$ cat src/rtl/multicycle_control_unit.sv
// ============================================================================
// Module     : multicycle_control_unit
// Description: Fetch/decode sequencer for the multicycle processor. Drives the
//              IF/ID/EX/MEM/WB phases, ALU controls and datapath strobes.
//              Optional macro ILLEGAL_TRAP_EN: unsupported R/S ops halt.
// Revision   : 1.0 - initial release
// ============================================================================
`default_nettype none

module multicycle_control_unit #(
    parameter int              PC_W   = 32,
    parameter logic [PC_W-1:0] RST_PC = '0
) (
    input  logic            clk,
    input  logic            reset_n,
    output logic            imem_req,
    input  logic            imem_ack,
    input  logic [31:0]     imem_data,
    input  logic            zero_flag,
    output logic [PC_W-1:0] pc,
    output logic [4:0]      alu_func,
    output logic [1:0]      alu_typ,
    output logic [13:0]     immd14,
    output logic [3:0]      rs1,
    output logic [3:0]      rs2,
    output logic [3:0]      rd,
    output logic            reg_write,
    output logic            mem_read,
    output logic            mem_write,
    output logic            halted
);

    typedef enum logic [2:0] {
        S_IF   = 3'd0,
        S_ID   = 3'd1,
        S_EX   = 3'd2,
        S_MEM  = 3'd3,
        S_WB   = 3'd4,
        S_HALT = 3'd5
    } state_t;

    localparam logic [1:0]      c_IT_R     = 2'b00;
    localparam logic [1:0]      c_IT_J     = 2'b01;
    localparam logic [1:0]      c_IT_I     = 2'b10;
    localparam logic [1:0]      c_IT_S     = 2'b11;
    localparam logic [4:0]      c_F_LW     = 5'b00011;
    localparam logic [4:0]      c_F_SW     = 5'b00100;
    localparam logic [4:0]      c_F_BEQ    = 5'b00101;
    localparam logic [PC_W-1:0] c_PC_STEP  = PC_W'(4);

    state_t      r_state;
    logic [31:0] r_ir;

    logic [4:0]      w_func;
    logic [1:0]      w_itype;
    logic            w_stop;
    logic            w_is_beq;
    logic            w_is_lw;
    logic            w_is_sw;
    logic            w_illegal;
    logic [1:0]      w_alu_typ;
    logic [PC_W-1:0] w_j_off;
    logic [PC_W-1:0] w_b_off;
    logic [PC_W-1:0] w_pc_plus4;

    assign w_func     = r_ir[31:27];
    assign w_itype    = r_ir[2:1];
    assign w_stop     = r_ir[0];
    assign w_is_beq   = (w_itype == c_IT_I) && (w_func == c_F_BEQ);
    assign w_is_lw    = (w_itype == c_IT_I) && (w_func == c_F_LW);
    assign w_is_sw    = (w_itype == c_IT_I) && (w_func == c_F_SW);
    assign w_illegal  = ((w_itype == c_IT_S) && (w_func != 5'b00000) && (w_func != 5'b00010))
                     || ((w_itype == c_IT_R) && (w_func > 5'b00010));
    // Branch/jump offsets are word offsets, sign-extended then scaled to bytes
    assign w_j_off    = {{(PC_W-26){r_ir[26]}}, r_ir[26:3], 2'b00};
    assign w_b_off    = {{(PC_W-16){r_ir[16]}}, r_ir[16:3], 2'b00};
    assign w_pc_plus4 = pc + c_PC_STEP;

    always_comb begin
        w_alu_typ = 2'b00;
        case (w_itype)
            c_IT_S:  w_alu_typ = 2'b01;
            c_IT_I:  w_alu_typ = 2'b10;
            default: w_alu_typ = 2'b00;
        endcase
    end

    always_ff @(posedge clk or negedge reset_n) begin
        if (!reset_n) begin
            r_state   <= S_IF;
            r_ir      <= '0;
            pc        <= RST_PC;
            imem_req  <= 1'b0;
            alu_func  <= '0;
            alu_typ   <= '0;
            immd14    <= '0;
            rs1       <= '0;
            rs2       <= '0;
            rd        <= '0;
            reg_write <= 1'b0;
            mem_read  <= 1'b0;
            mem_write <= 1'b0;
            halted    <= 1'b0;
        end else begin
            reg_write <= 1'b0;
            mem_read  <= 1'b0;
            mem_write <= 1'b0;
            case (r_state)
                S_IF: begin
                    if (imem_req && imem_ack) begin
                        r_ir     <= imem_data;
                        imem_req <= 1'b0;
                        r_state  <= S_ID;
                    end else begin
                        imem_req <= 1'b1;
                    end
                end
                S_ID: begin
                    alu_func <= w_func;
                    alu_typ  <= w_alu_typ;
                    immd14   <= r_ir[16:3];
                    rs1      <= r_ir[26:23];
                    rd       <= r_ir[22:19];
                    rs2      <= r_ir[18:15];
                    if (w_itype == c_IT_J) begin
                        pc <= pc + w_j_off;
                        if (w_stop) begin
                            r_state <= S_HALT;
                            halted  <= 1'b1;
                        end else begin
                            r_state  <= S_IF;
                            imem_req <= 1'b1;
                        end
                    end else if (w_illegal) begin
`ifdef ILLEGAL_TRAP_EN
                        r_state <= S_HALT;
                        halted  <= 1'b1;
`else
                        pc       <= w_pc_plus4;
                        r_state  <= S_IF;
                        imem_req <= 1'b1;
`endif
                    end else begin
                        r_state <= S_EX;
                    end
                end
                S_EX: begin
                    if (w_is_beq) begin
                        pc <= zero_flag ? (w_pc_plus4 + w_b_off) : w_pc_plus4;
                        if (w_stop) begin
                            r_state <= S_HALT;
                            halted  <= 1'b1;
                        end else begin
                            r_state  <= S_IF;
                            imem_req <= 1'b1;
                        end
                    end else if (w_is_lw || w_is_sw) begin
                        r_state <= S_MEM;
                    end else begin
                        r_state <= S_WB;
                    end
                end
                S_MEM: begin
                    if (w_is_lw) begin
                        mem_read <= 1'b1;
                        r_state  <= S_WB;
                    end else begin
                        mem_write <= 1'b1;
                        pc        <= w_pc_plus4;
                        if (w_stop) begin
                            r_state <= S_HALT;
                            halted  <= 1'b1;
                        end else begin
                            r_state  <= S_IF;
                            imem_req <= 1'b1;
                        end
                    end
                end
                S_WB: begin
                    reg_write <= 1'b1;
                    pc        <= w_pc_plus4;
                    if (w_stop) begin
                        r_state <= S_HALT;
                        halted  <= 1'b1;
                    end else begin
                        r_state  <= S_IF;
                        imem_req <= 1'b1;
                    end
                end
                S_HALT: begin
                    halted   <= 1'b1;
                    imem_req <= 1'b0;
                end
                default: begin
                    r_state <= S_IF;
                end
            endcase
        end
    end

endmodule

`default_nettype wire

$ cat config.mk
export PLATFORM = sky130hd
export DESIGN_NAME = multicycle_control_unit
export DESIGN_NICKNAME = d
export VERILOG_FILES = /design/src/rtl/multicycle_control_unit.sv
export SDC_FILE = /design/constraint.sdc
export NUM_CORES = 1
export LEC_CHECK = 0
export CAP_MARGIN = 20
export CORE_MARGIN = 1.5
export CORE_UTILIZATION = 52
export DETAILED_ROUTE_END_ITERATION = 8
export PLACE_DENSITY_LB_ADDON = 0.12
export SETUP_SLACK_MARGIN = 0.02
export SYNTH_ARGS = -nofsm -noshare
export SYNTH_HDL_FRONTEND = slang
export SYNTH_SLANG_ARGS = --single-unit
$ cat constraint.sdc
create_clock -name clk -period 5.2 [get_ports clk]
set_clock_uncertainty 0.2 [all_clocks]
set_input_delay 1.04 -clock clk [delete_from_list [all_inputs] [get_ports clk]]
set_output_delay 1.04 -clock clk [all_outputs]
set_load 0.01 [all_outputs]
=== After elaboration in Yosys (flattened, before gate mapping) ===
Index checks and enable logic that the tools add are counted.
W data, S select, Z words.

* Input bits: 36
* Flip-flop bits (word level): 105
* Word-level logic and storage cells: 88
* Output and inout port bits: 70

* Muxes and demuxes: 32
* Bitwise logic cells: 1
* Reduce and logical (&&, ||, !) cells: 20
* $lt $le $gt $ge: 1
* $add $sub $neg: 3
* Equality and inequality tests: 17

{| class="wikitable"
|+ Operator list
! kind !! number
|-
| $mux W32 || 5
|-
| $pmux W32 S4 || 1
|-
| $add A32 B32 Y32 || 2
|-
| $add A32 B3 Y32 const B || 1
|-
| $mux W3 || 6
|-
| $pmux W3 S6 || 1
|-
| $mux W1 || 15
|-
| $reduce_and A4 Y1 || 3
|-
| $eq A5 B3 Y1 const B || 2
|-
| $reduce_bool A5 Y1 || 2
|-
| $ne A2 B2 Y1 const B || 4
|-
| $logic_and A1 B1 Y1 || 7
|-
| $eq A3 B2 Y1 const B || 2
|-
| $eq A3 B3 Y1 const B || 2
|-
| $pmux W1 S6 || 1
|-
| $reduce_bool A6 Y1 || 1
|-
| $eq A5 B2 Y1 const B || 1
|-
| $gt A5 B2 Y1 const B || 1
|-
| $ne A5 B2 Y1 const B || 1
|-
| $pmux W1 S5 || 1
|-
| $eq A2 B2 Y1 const B || 2
|-
| $pmux W2 S2 || 1
|-
| $reduce_and A2 Y1 || 2
|-
| $reduce_bool A4 Y1 || 1
|-
| other kinds (8) || 9
|}

=== Logic depth before layout (Yosys ltp) ===
* Depth in word-level cells: 7
* Mapped depth: 20
* Gate-level depth less buffers: 19

=== Worst setup path after synthesis ===
OpenSTA, ideal clock, no wires.

* Path kind: reg2reg
* From: register pc[4]
* To: register pc[31]
* Path slack: 1378 ps
* Setup time: 90 ps
* Data arrival time: 3532 ps
* Stages on the path, launching flop included: 21
* Clock period less this slack: 3822 ps
* Cell sequence: dfrtp_1 -> and4_1 -> nand2_1 -> nor3_4 -> and3_2 -> nand2_1 -> inv_1 -> nand2_1 -> xnor2_1 -> ha_1 -> clkbuf_1 -> nand2_1 -> nor2_1 -> nand2_1 -> a211o_1 -> a31oi_2 -> a211oi_2 -> xnor2_1 -> mux2i_1 -> a2bb2oi_1 -> o2111ai_1

* Word-level cells in the longest chain between the ends: 5
* Elaborated cells on any way between the ends: 9
* Those cells by class: 3 x add/sub; 6 x mux

{| class="wikitable"
|+ RTL lines
! item !! RTL line !! RTL
|-
| start, declared || 20 || <nowiki>output logic [PC_W-1:0] pc,</nowiki>
|-
| start signal, assigned || 126 || <nowiki>pc <= pc + w_j_off;</nowiki>
|-
| start signal, assigned || 139 || <nowiki>pc <= w_pc_plus4;</nowiki>
|-
| start signal, assigned || 149 || <nowiki>pc <= zero_flag ? (w_pc_plus4 + w_b_off) : w_pc_plus4;</nowiki>
|-
| $add A32 B3 Y32 || 77 || <nowiki>assign w_pc_plus4 = pc + c_PC_STEP;</nowiki>
|-
| $add A32 B32 Y32 || 149 ||
|-
| $mux W32 || 149 ||
|-
| $mux W32 || 148 || <nowiki>if (w_is_beq) begin</nowiki>
|-
| $pmux W32 S4 (*) || 108 || <nowiki>case (r_state)</nowiki>
|}

Mark *: on every way between the ends. The rest lies on a longest branch, timed or not. The select of a mux whose other input is x is not followed.
A chain may end at the register's enable or synchronous reset.

=== Worst setup path after layout ===
* From: register pc[4]
* To: register pc[26]

Same word-level chain as after synthesis.

==> impl_metrics.json <==
{
  "outcome": "finished, final reports clean",
  "synthTopCellsByArea": "dfrtp_1 31%, ha_1 9.1%, mux2_2 8.6%",
  "critical_path_arrival_ns": 4.33,
  "rows": 45,
  "critPathSlowestCell": "dfrtp_1",
  "postCtsSetupRepairBufs": 0,
  "maxCapViolations": 0,
  "path_class": "register to register",
  "hp-class": "register to register",
  "rsz0062_at_grt": "no",
  "synth_top_area_share_pct": 30.64,
  "hold_violations": 0,
  "ys_seq_area_share_pct": 30.64,
  "gp_congestion": 0.9049,
  "fin_setup_tns_ns": 0,
  "slowest_delay_ns": 0.52,
  "mostFrequentLayoutCells": "102 x clkdlybuf4s50_1, 101 x dfrtp_1, 88 x a21oi_1",
  "path_max_fanout": 9,
  "first_global_vias": 6950,
  "timing.fmax_mhz": 232.5,
  "synth_cell_types": 82,
  "post_cts_resize_count": 0,
  "reg2reg_from": "pc[4]",
  "area_growth_pct": 18.34,
  "start_kind": "register",
  "first_pass_iters": 5,
  "avgSynthCellArea_um2": 8.842,
  "routed_wl_mm": 22.98,
  "timing.rr.end": "pc[26]",
  "root_buffer": "clkbuf_16",
  "die_area_um2": 16630,
  "yosys.area_share.simple_pct": 16.78,
  "crit_chain": "and4_1 -> nand2_1 -> nor3_4 -> and3_2 -> nand2_1 -> inv_1 -> nand3_1 -> xnor2_1 -> ha_1 -> and2_1 -> a221oi_2 -> o211ai_1 -> a31oi_1 -> o41ai_1 -> a21oi_1 -> xnor2_1 -> a221oi_1 -> a21oi_1",
  "yosys.area.top_type": "dfrtp_1",
  "overflow": 0,
  "clk_latency_ns": 0.37,
  "crit_start": "pc[4]",
  "yosys_warnings": 0,
  "initial_utilization_pct": 53.67,
  "fillCellCount": 1317,
  "cts.sinks": 101,
  "synth_edf_count": 0,
  "tightest_slew_ns": 0.9650,
  "grt_max_degree": 69,
  "drive_gt1_share_pct": 12.25,
  "core_area_um2": 15370,
  "synth_ff_type": "dfrtp_1",
  "drt_iter0_markers": 589,
  "async_reset_ff_share_pct": 100.0,
  "rr_worst_depth": 18,
  "ioPinCount": 106,
  "dr_total_vias": 7495,
  "cts_buffers": 9,
  "synth_top_family_by_area": "compound AO/OA/AOI/OAI gates",
  "synth-compound-area-share_pct": 22.28,
  "timing.final.crit_share_pct": 82.72,
  "critPathCapture": "pc[26]",
  "r2r_setup_slack_ns": 0.90,
  "cts_tree": "built",
  "required_ns": 5.23,
  "endpoint_kind": "register",
  "synth_xor_area_share_pct": 7.963,
  "diodes": 0,
  "cts_hold_buf": 0,
  "dieHeight_um": 129.0,
  "final_net_count": 1113,
  "layout_min_cycle_time_ns": 4.301,
  "synth_seq_cells": 101,
  "cts.path.max_buffers": 2,
  "grt_first_pass_wirelength_mm": 37.03,
  "vias_per_cell": 6.089,
  "setup_viol": 0,
  "wl_per_cell_um": 18.67,
  "syn_inst": 933,
  "antenna_found_initial": 0,
  "max_slew_margin_pct": 35.46,
  "fin_util_pct": 63.51,
  "drcViolationCount": 0,
  "htree_levels": 3,
  "dpl.hpwl_mm": 17.47,
  "clkTransAtPathRegs_ns": 0.09,
  "synthAdderAreaFrac_pct": 9.586,
  "slew_viol_final": 0,
  "track_usage_pct": 28.67,
  "final_common_cell": "clkdlybuf4s50_1",
  "synth_area_um2": 8249,
  "detail-route-antenna-nets": 0,
  "portBuffers": 103,
  "synthMuxAreaShare_pct": 9.207,
  "die_x_um": 129.0
}
-- Yosys cell counts (all sizes together) (3+ instances only) --
cell type    n
a211oi       6
a21o        19
a21oi       92
a221oi      16
a222oi       3
a22oi        5
a31oi       11
and2         9
and3        13
buf         15
clkbuf      28
dfrtp      101
ha          60
inv         27
mux2        63
mux2i        5
nand2       81
nand2b      10
nand3       35
nand3b       3
nand4       12
nor2        71
nor2b       16
nor3        13
nor3b        4
o2111ai      3
o211ai       5
o21a         8
o21ai       65
o21bai       9
o22ai        8
o31ai        5
or2          3
or3          3
xnor2       45
xor2        30
-- worst min path at each step --
stage	start	endpoint	slack (ns)	cells after the start
after floorplan	r_ir[23]	r_ir[23]	0.30	1
after global placement	halted	halted	0.28	1
after detailed placement	halted	halted	0.27	1
after CTS	halted	halted	0.29	1
after global routing	rs1[1]	rs1[1]	0.32	1
final	halted	halted	0.29	1
-- final cells by class --
| type | instances | area (µm²) | area share (%) |
|---|---|---|---|
| multi-input cells | 763 | 5453 | 55.86 |
| flip-flops and latches | 101 | 2527 | 25.89 |
| repair buffers | 113 | 1104 | 11.30 |
| well taps | 211 | 264.0 | 2.704 |
| clock buffers | 9 | 225.2 | 2.307 |
| inverters | 27 | 101.3 | 1.038 |
| clock inverters | 7 | 87.58 | 0.8972 |
-- cells by family after synthesis --
family          Yosys count
compound gates          276
buf+inv                  70
other cells               1
simple gates            280
xor+xnor                 75
mux                      68
fa+ha+maj                62
flops                   101
-- sequential cells by signal, indices dropped and copies added (netlist names) --
| register | cells |
|---|---|
| pc | 30 |
| alu_typ | 2 |
| immd14 | 13 |
| imem_req | 1 |
| r_state | 3 |
| mem_write | 1 |
| rs2 | 3 |
| rd | 4 |
| halted | 1 |
| rs1 | 4 |
| alu_func | 5 |
| r_ir | 32 |
| reg_write | 1 |
| mem_read | 1 |
-- through the flow --
stage,hold WS [ns],instances,instance area (µm²),setup WS [ns]
4_1_cts,0.2942,1231,9762,0.9435
3_3_place_gp,0.2786,1215,9449,1.079
3_5_place_dp,0.2747,1215,9449,0.9961
2_1_floorplan,0.3018,934,8253,1.378
5_1_grt,0.3190,1231,9762,0.5602
6_report,0.2944,1231,9762,0.8985
-- metal layers --
metal	routed length (µm)	up-vias	track usage [%]	part of all wire [%]
met5	0	-	0	0
li1	-	3578	-	-
met2	9617	309	41.49	42
met4	375	0	7.931	1.6
met1	11040	3581	43.08	48
met3	1953	27	6.112	8.5
-- worst max-delay path, delay by kind of cell (launching register included) --
kind / cells / cell delay, ns
AO/OA/AOI/OAI: 7 / 1.36
XOR/XNOR: 2 / 0.33
adder cells (fa/ha/maj): 1 / 0.35
buffers and inverters: 1 / 0.09
flip-flops: 1 / 0.52
AND/OR/NAND/NOR: 7 / 1.30
Power is left out: the tool's default activity adds up to more than one toggle a clock period on the data nets, which glitch-free logic cannot reach.
